`config.mk`:
```
export PLATFORM = sky130hd
export DESIGN_NAME = csa_tree_pipe
export DESIGN_NICKNAME = d
export VERILOG_FILES = /design/src/rtl/csa_tree_pipe.sv
export SDC_FILE = /design/constraint.sdc
export NUM_CORES = 1
export LEC_CHECK = 0
export CAP_MARGIN = 20
export CORE_AREA = 3 3 190 155
export DETAILED_ROUTE_END_ITERATION = 8
export DIE_AREA = 0 0 193 158
export HOLD_SLACK_MARGIN = 0.05
export PLACE_DENSITY = 0.87
export RECOVER_POWER = 25
export REMOVE_ABC_BUFFERS = 1
export SLEW_MARGIN = 10
export SYNTH_ARGS = -nofsm -noshare
export SYNTH_HDL_FRONTEND = slang
export SYNTH_SLANG_ARGS = --single-unit
```
`constraint.sdc`:
```
create_clock -name clk -period 1.4 [get_ports clk]
set_input_delay 0.14 -clock clk [delete_from_list [all_inputs] [get_ports clk]]
set_output_delay 0.14 -clock clk [all_outputs]
set_load 0.01 [all_outputs]
```
`src/rtl/csa_tree_pipe.sv`:
```
// Pipelined 4:2 carry-save reduction tree, one register stage per level, valid/ready stall chain.
// CSA_TREE_CPA_EN adds one registered carry-propagate stage driving out_result (latency LEVELS+1).
module csa_tree_pipe #(
  parameter int WIDTH        = 32,
  parameter int NUM_OPERANDS = 8,
  parameter int TAG_WIDTH    = 4
) (
  input  logic                          clk,
  input  logic                          rst_n,
  input  logic                          in_valid,
  output logic                          in_ready,
  input  logic [NUM_OPERANDS*WIDTH-1:0] in_ops,
  input  logic [TAG_WIDTH-1:0]          in_tag,
  output logic                          out_valid,
  input  logic                          out_ready,
  output logic [WIDTH-1:0]              out_sum,
  output logic [WIDTH-1:0]              out_carry,
`ifdef CSA_TREE_CPA_EN
  output logic [WIDTH-1:0]              out_result,
`endif
  output logic [TAG_WIDTH-1:0]          out_tag
);

  localparam int LEVELS = $clog2(NUM_OPERANDS) - 1;
`ifdef CSA_TREE_CPA_EN
  localparam int NSTG = LEVELS + 1;
`else
  localparam int NSTG = LEVELS;
`endif
  // All level outputs live in one flat array: level l writes NUM_OPERANDS>>(l+1) vectors.
  localparam int NVEC = NUM_OPERANDS - 2;
  localparam int NSRC = NUM_OPERANDS + NVEC;

  function automatic int dst_off(input int l);
    return NUM_OPERANDS - (NUM_OPERANDS >> l);
  endfunction

  // Source index space is {input operands, flat level outputs}, so level 0 needs no special case.
  function automatic int src_off(input int l);
    return 2 * NUM_OPERANDS - 2 * (NUM_OPERANDS >> l);
  endfunction

  // Returns {carry<<1, sum}; the MSB carry and MSB horizontal carry fall off the top.
  function automatic logic [2*WIDTH-1:0] cmp42(input logic [WIDTH-1:0] x0, input logic [WIDTH-1:0] x1,
                                               input logic [WIDTH-1:0] x2, input logic [WIDTH-1:0] x3);
    logic [WIDTH-1:0] s;
    logic [WIDTH-1:0] c;
    logic [WIDTH-1:0] csh;
    logic             ein;
    logic             p;
    ein = 1'b0;
    for (int i = 0; i < WIDTH; i++) begin
      p    = x0[i] ^ x1[i] ^ x2[i] ^ x3[i];
      s[i] = p ^ ein;
      c[i] = p ? ein : x0[i];
      ein  = (x1[i] & x2[i]) | (x1[i] & x3[i]) | (x2[i] & x3[i]);
    end
    csh = c << 1;
    return {csh, s};
  endfunction

  logic [NSTG-1:0]      v_q;
  logic [NSTG-1:0]      v_d;
  logic [NSTG-1:0]      ld;
  logic [NSTG-1:0]      ldv;
  logic [TAG_WIDTH-1:0] tag_q [NSTG];
  logic [TAG_WIDTH-1:0] tag_d [NSTG];
  logic [WIDTH-1:0]     vec_q [NVEC];
  logic [WIDTH-1:0]     vec_d [NVEC];

  // A stage may load when out_ready is high or any stage from it to the output is empty.
  always_comb begin
    logic                 full;
    logic                 prev_v;
    logic [TAG_WIDTH-1:0] prev_tag;
    full = 1'b1;
    for (int s = NSTG - 1; s >= 0; s--) begin
      full  = full & v_q[s];
      ld[s] = out_ready | ~full;
    end
    prev_v   = in_valid;
    prev_tag = in_tag;
    for (int s = 0; s < NSTG; s++) begin
      ldv[s]   = ld[s] & prev_v;
      v_d[s]   = ld[s] ? prev_v : v_q[s];
      tag_d[s] = ldv[s] ? prev_tag : tag_q[s];
      prev_v   = v_q[s];
      prev_tag = tag_q[s];
    end
  end

  always_comb begin
    logic [WIDTH-1:0]   src [NSRC];
    logic [2*WIDTH-1:0] r;
    for (int k = 0; k < NUM_OPERANDS; k++) begin
      src[k] = in_ops[k*WIDTH +: WIDTH];
    end
    for (int k = 0; k < NVEC; k++) begin
      src[NUM_OPERANDS + k] = vec_q[k];
      vec_d[k]              = vec_q[k];
    end
    for (int l = 0; l < LEVELS; l++) begin
      for (int g = 0; g < (NUM_OPERANDS >> (l + 2)); g++) begin
        r = cmp42(src[src_off(l) + 4*g], src[src_off(l) + 4*g + 1],
                  src[src_off(l) + 4*g + 2], src[src_off(l) + 4*g + 3]);
        if (ldv[l]) begin
          vec_d[dst_off(l) + 2*g]     = r[WIDTH-1:0];
          vec_d[dst_off(l) + 2*g + 1] = r[2*WIDTH-1:WIDTH];
        end
      end
    end
  end

  always_ff @(posedge clk) begin
    if (!rst_n) begin
      v_q <= '0;
      for (int s = 0; s < NSTG; s++) tag_q[s] <= '0;
      for (int k = 0; k < NVEC; k++) vec_q[k] <= '0;
    end else begin
      v_q <= v_d;
      for (int s = 0; s < NSTG; s++) tag_q[s] <= tag_d[s];
      for (int k = 0; k < NVEC; k++) vec_q[k] <= vec_d[k];
    end
  end

`ifdef CSA_TREE_CPA_EN
  logic [WIDTH-1:0] fsum_q;
  logic [WIDTH-1:0] fsum_d;
  logic [WIDTH-1:0] fcar_q;
  logic [WIDTH-1:0] fcar_d;
  logic [WIDTH-1:0] res_q;
  logic [WIDTH-1:0] res_d;

  always_comb begin
    fsum_d = fsum_q;
    fcar_d = fcar_q;
    res_d  = res_q;
    if (ldv[LEVELS]) begin
      fsum_d = vec_q[NVEC-2];
      fcar_d = vec_q[NVEC-1];
      res_d  = vec_q[NVEC-2] + vec_q[NVEC-1];
    end
  end

  always_ff @(posedge clk) begin
    if (!rst_n) begin
      fsum_q <= '0;
      fcar_q <= '0;
      res_q  <= '0;
    end else begin
      fsum_q <= fsum_d;
      fcar_q <= fcar_d;
      res_q  <= res_d;
    end
  end

  assign out_sum    = fsum_q;
  assign out_carry  = fcar_q >> 1;
  assign out_result = res_q;
`else
  // The stored carry vector is pre-shifted; the port carries the unshifted form.
  assign out_sum   = vec_q[NVEC-2];
  assign out_carry = vec_q[NVEC-1] >> 1;
`endif

  assign in_ready  = ld[0];
  assign out_valid = v_q[NSTG-1];
  assign out_tag   = tag_q[NSTG-1];

endmodule

```
* After elaboration in Yosys (flattened, before gate mapping) *
Memory sizes are Yosys's and may differ from the RTL's.
Index checks and enable logic that the tools add are counted.

operators by class
  bitwise operators = 861
  multiplexer cells = 108

operators by type and width
  cell           number
  $xor A1 B1 Y1  381
  $and A1 B1 Y1  282
  $or A1 B1 Y1   196
  $mux W32       6
  $mux W64       3
  $mux W1        95
  $mux W4        4
  $not A1 Y1     2

storage, ports and cells
  word-level logic and storage cells = 973
  memory bits (writable) = 200
  memories = 2
  register bits after elaboration = 2
  output and inout bits = 70

memory list
  memory  depth  bits a word  read ports  clocked after Yosys merged registers in  write ports  RTL line  text
  vec_q   6      32           6           0                                        6            68        logic [WIDTH-1:0] vec_q [NVEC];
  tag_q   2      4            2           0                                        2            66        logic [TAG_WIDTH-1:0] tag_q [NSTG];

* Longest topological paths before layout *
An unclocked memory read counts as a cell.

  depth after elaboration = 7
  mapped depth = 7
  gate-level depth less buffers = 4

* Least setup slack after synthesis *
Ideal clock, no wire load.

  path type = register to register
  from = register v_q[1]
  to = memory vec_q[5][30] (netlist: vec_q[0][190])
  period minus slack after synthesis = 1,401 ps
  required time = 1,278 ps
  setup slack = -1 ps
  setup time = 122 ps
  arrival time = 1,279 ps
  stages on the path, launching flop included = 8
  cell sequence = dfxtp_1 > nand2b_1 > and2_1 > buf_6 > clkbuf_2 > buf_4 > o21ai_0 > a21oi_1

RTL lines
  item                      RTL line  text
  start: declaration        62        logic [NSTG-1:0] v_q;
  start signal: assignment  120       v_q <= v_d;
  end: declaration          68

==> results.md <==
- Fillcell total: about 2,300
- Cell taking the most area after synthesis: dfxtp_1
- Largest family of logic cells by synthesized area: XOR/XNOR gates
- Synth top area share: 0.3222
- Final Max Slew Viols: 0
- Hold slack: between 100 and 150 ps
- TritonCTS clock tree: built
- Critical Path End Type: flip-flop
- Reg-to-reg critical path startpoint: v_q[1]
- Dpl hpwl: between 20,000 and 30,000 um
- Commonest cells after routing, fill and taps aside: clkdlybuf4s50_1 (262), dfxtp_1 (197), xnor2_1 (192)
- Peak supply drop: about 0.8 mV
- Multi-input logic area: around 7600 sq um
- CTS buffer count: 17
- Worst setup path start: v_q[1]
- Synth Area in Compound Gates: 0.1204
- Routability cong.: between 0.7 and 0.8
- GRT Util Overall: 0.2142
- Skew final: between 10 and 15 ps
- Worst-Skew Late Latency: about 430 ps
- Final Power: around 17 mW
- Slowest cell on the critical path: dfxtp_2
- First-pass GRT wire length: 53,220 um
- Share of cells above drive strength 1: 0.09148
- RSZ-0062 raised after global routing: true
- Final setup viols: 0
- Postcts setup bufs: 0
- Synth Area in Adders: 0.07549
- Critical Path RT: 1720 ps
- Vias in the first global route: ~11,000
- Total iterations of the first detailed-routing run: 5
- Antenna violations before repair: 2
- Leakage: 6.917 nW
- Min Tclk post-route: roughly 1400 ps
- Sink Count: 199
- Largest net degree at the start of global routing: 86
- DR vias: 11,290
- Pwr dens: 1008 nW/um^2
- Status: complete, no violations
- Register area: 3986 sq um
- Max Freq: roughly 720 MHz
- Hold Path Origin: rst_n
- Antenna Cells: 0
- Hold-fix buffers, CTS: 0
- Clk Tree Root Cell: clkbuf_16
- Die area: ~30,000 sq um
- Bufs on Longest Clock Path: 2
- Mapped Cells: around 1,400
- Rows: 54
- Vert. Die Dim: around 160 um
- Max-Cap Viols: 0
- Worst Setup Start Kind: flip-flop
- Area growth syn-to-layout: 35.90%
- Syn_area_per_cell: between 8 and 9 sq um
- Number of synthesized register bits: around 200
- H-tree depth: 4
- Period utilisation layout: 0.9886
- Initial core utilization: 0.4507
- Clock Pin Slew Worst Setup and Hold Paths: roughly 80 ps
- R2r worst-path depth: 5
- DRT iter0 DRCs: a little under 600
- Synth Cell Area: about 12,000 sq um
- Slowest stage delay, CP: 360 ps
- DRC viols: 0
- Total of warnings raised by yosys: 0
- Hold crit path type: input pin to flip-flop
- Core ar.: about 27,000 sq um
- Synth top area cells: dfxtp_1 (32%), xnor2_1 (14%), maj3_1 (7.4%)
- Crit path cell chain: nand3b_4 > and2_4 > buf_16 > o21ai_0 > nor3_2
- PortBufs: about 330
- Total wire length: roughly 35,000 um
- Simple-gate share of the synthesized area: 0.1352
- Total gr overflow: 0
- Hold Crit Depth: 3
- Arrival time at the worst endpoint: about 1700 ps
- Sequential share of the synthesized area: 0.3222
- Final hold vios: 0
- Chip Width: 193 um
- Cell variety after synth: 27
- Critical Path Fanout Max: 65
- Final ANT Viol Nets: 0
- Via-to-Cell Ratio: between 5 and 6
- Most common cell after layout, fill and taps aside: clkdlybuf4s50_1
- Ports: about 330
- XOR/XNOR Fraction of Synth Area: 0.2012
- Multiplexer share of the synthesized area: 0.07205
- DR WL/cell: about 17 um
- Nets@finish: between 1,500 and 2,000
- Crit Path Class: flip-flop to flip-flop
worst max-delay path: cells and delay by family (launching register included):
kind / cells / cell delay (ps)
AND/OR/NAND/NOR: 3 / 400
flip-flops: 1 / 360
AO/OA/AOI/OAI: 1 / 280
buffers and inverters: 1 / 200
cells by family (layout without fill, tap and decap cells):
group | count (synthesis) | in the layout
other | 1 | 1
AND/OR/NAND/NOR | 312 | 313
buffers and inverters | 145 | 471
adder cells (fa/ha/maj) | 93 | 93
AO/OA/AOI/OAI | 288 | 288
XOR/XNOR | 284 | 284
multiplexers | 89 | 89
flip-flops | 199 | 199
area by class of cell:
class / instances / share of cell area
well taps: 364 / 0.02710
clock inverters: 12 / 0.006776
flip-flops and latches: 199 / 0.2372
multi-input cells: 1068 / 0.4495
repair buffers: 440 / 0.2536
clock buffers: 17 / 0.02532
inverters: 2 / 0.0004468
per-stage QoR:
step	utilization	setup TNS (ps)	cells	worst slack (ps)	cell area, sq um
after floorplan	-	-155470	1268	-1283	11470
after global placement	0.5903	-25710	2069	-232.9	16190
after detailed placement	0.5903	-32290	2069	-289.3	16190
after CTS	0.6067	0	2098	25.82	16640
after global routing	0.6126	-126.2	2102	-43.04	16800
final	0.6126	0	2102	16.03	16800
final timing paths:
| path | slack, ps | end |
|---|---|---|
| hold reg to reg | 460 | tag_q[0][4] |
| setup / recovery | 20 | vec_q[0][88] |
| setup reg to reg | 20 | vec_q[0][88] |
| hold / removal | 130 | vec_q[0][105] |
metal layers:
layer	vias to the layer above	GRT usage	routed length, um
met1	5318	0.2596	14440
met4	4	0.06609	730
met5	-	0	31
met2	370	0.3786	17200
li1	5543	-	-
met3	53	0.04915	2598
flip-flops by register name, summed over array words and instances, names as in the netlist:
name	cells
vec_q	189
v_q	2
tag_q	8
synth_stat cells:
cell type	number
a21boi_0	15
a21oi_1	89
and2_1	1
and2_4	1
and3_1	90
buf_2	17
buf_4	72
buf_6	9
clkbuf_1	44
clkbuf_2	1
conb_1	1
dfxtp_1	199
ha_1	1
inv_1	2
maj3_1	92
mux2i_1	89
nand2_1	26
nand2_2	1
nand2b_1	1
nand3_1	5
nand3b_4	1
nor3_1	183
nor3b_1	3
o211a_1	2
o21ai_0	182
xnor2_1	192
xor2_1	92
power breakdown:
group | switching [mW] | leakage [nW] | total, mW | internal [mW]
sequential | 0.452 | 1.65 | 6.66 | 6.20
combinational | 2.60 | 5.00 | 5.60 | 3.00
clock | 2.36 | 0.263 | 4.69 | 2.32
timing repair:
action / in CTS / in global routing
gates cloned: 0 / 4
setup endpoints to repair: 70 / 24
resized for setup: 74 / 17
Power figures use the tool's default switching activity.
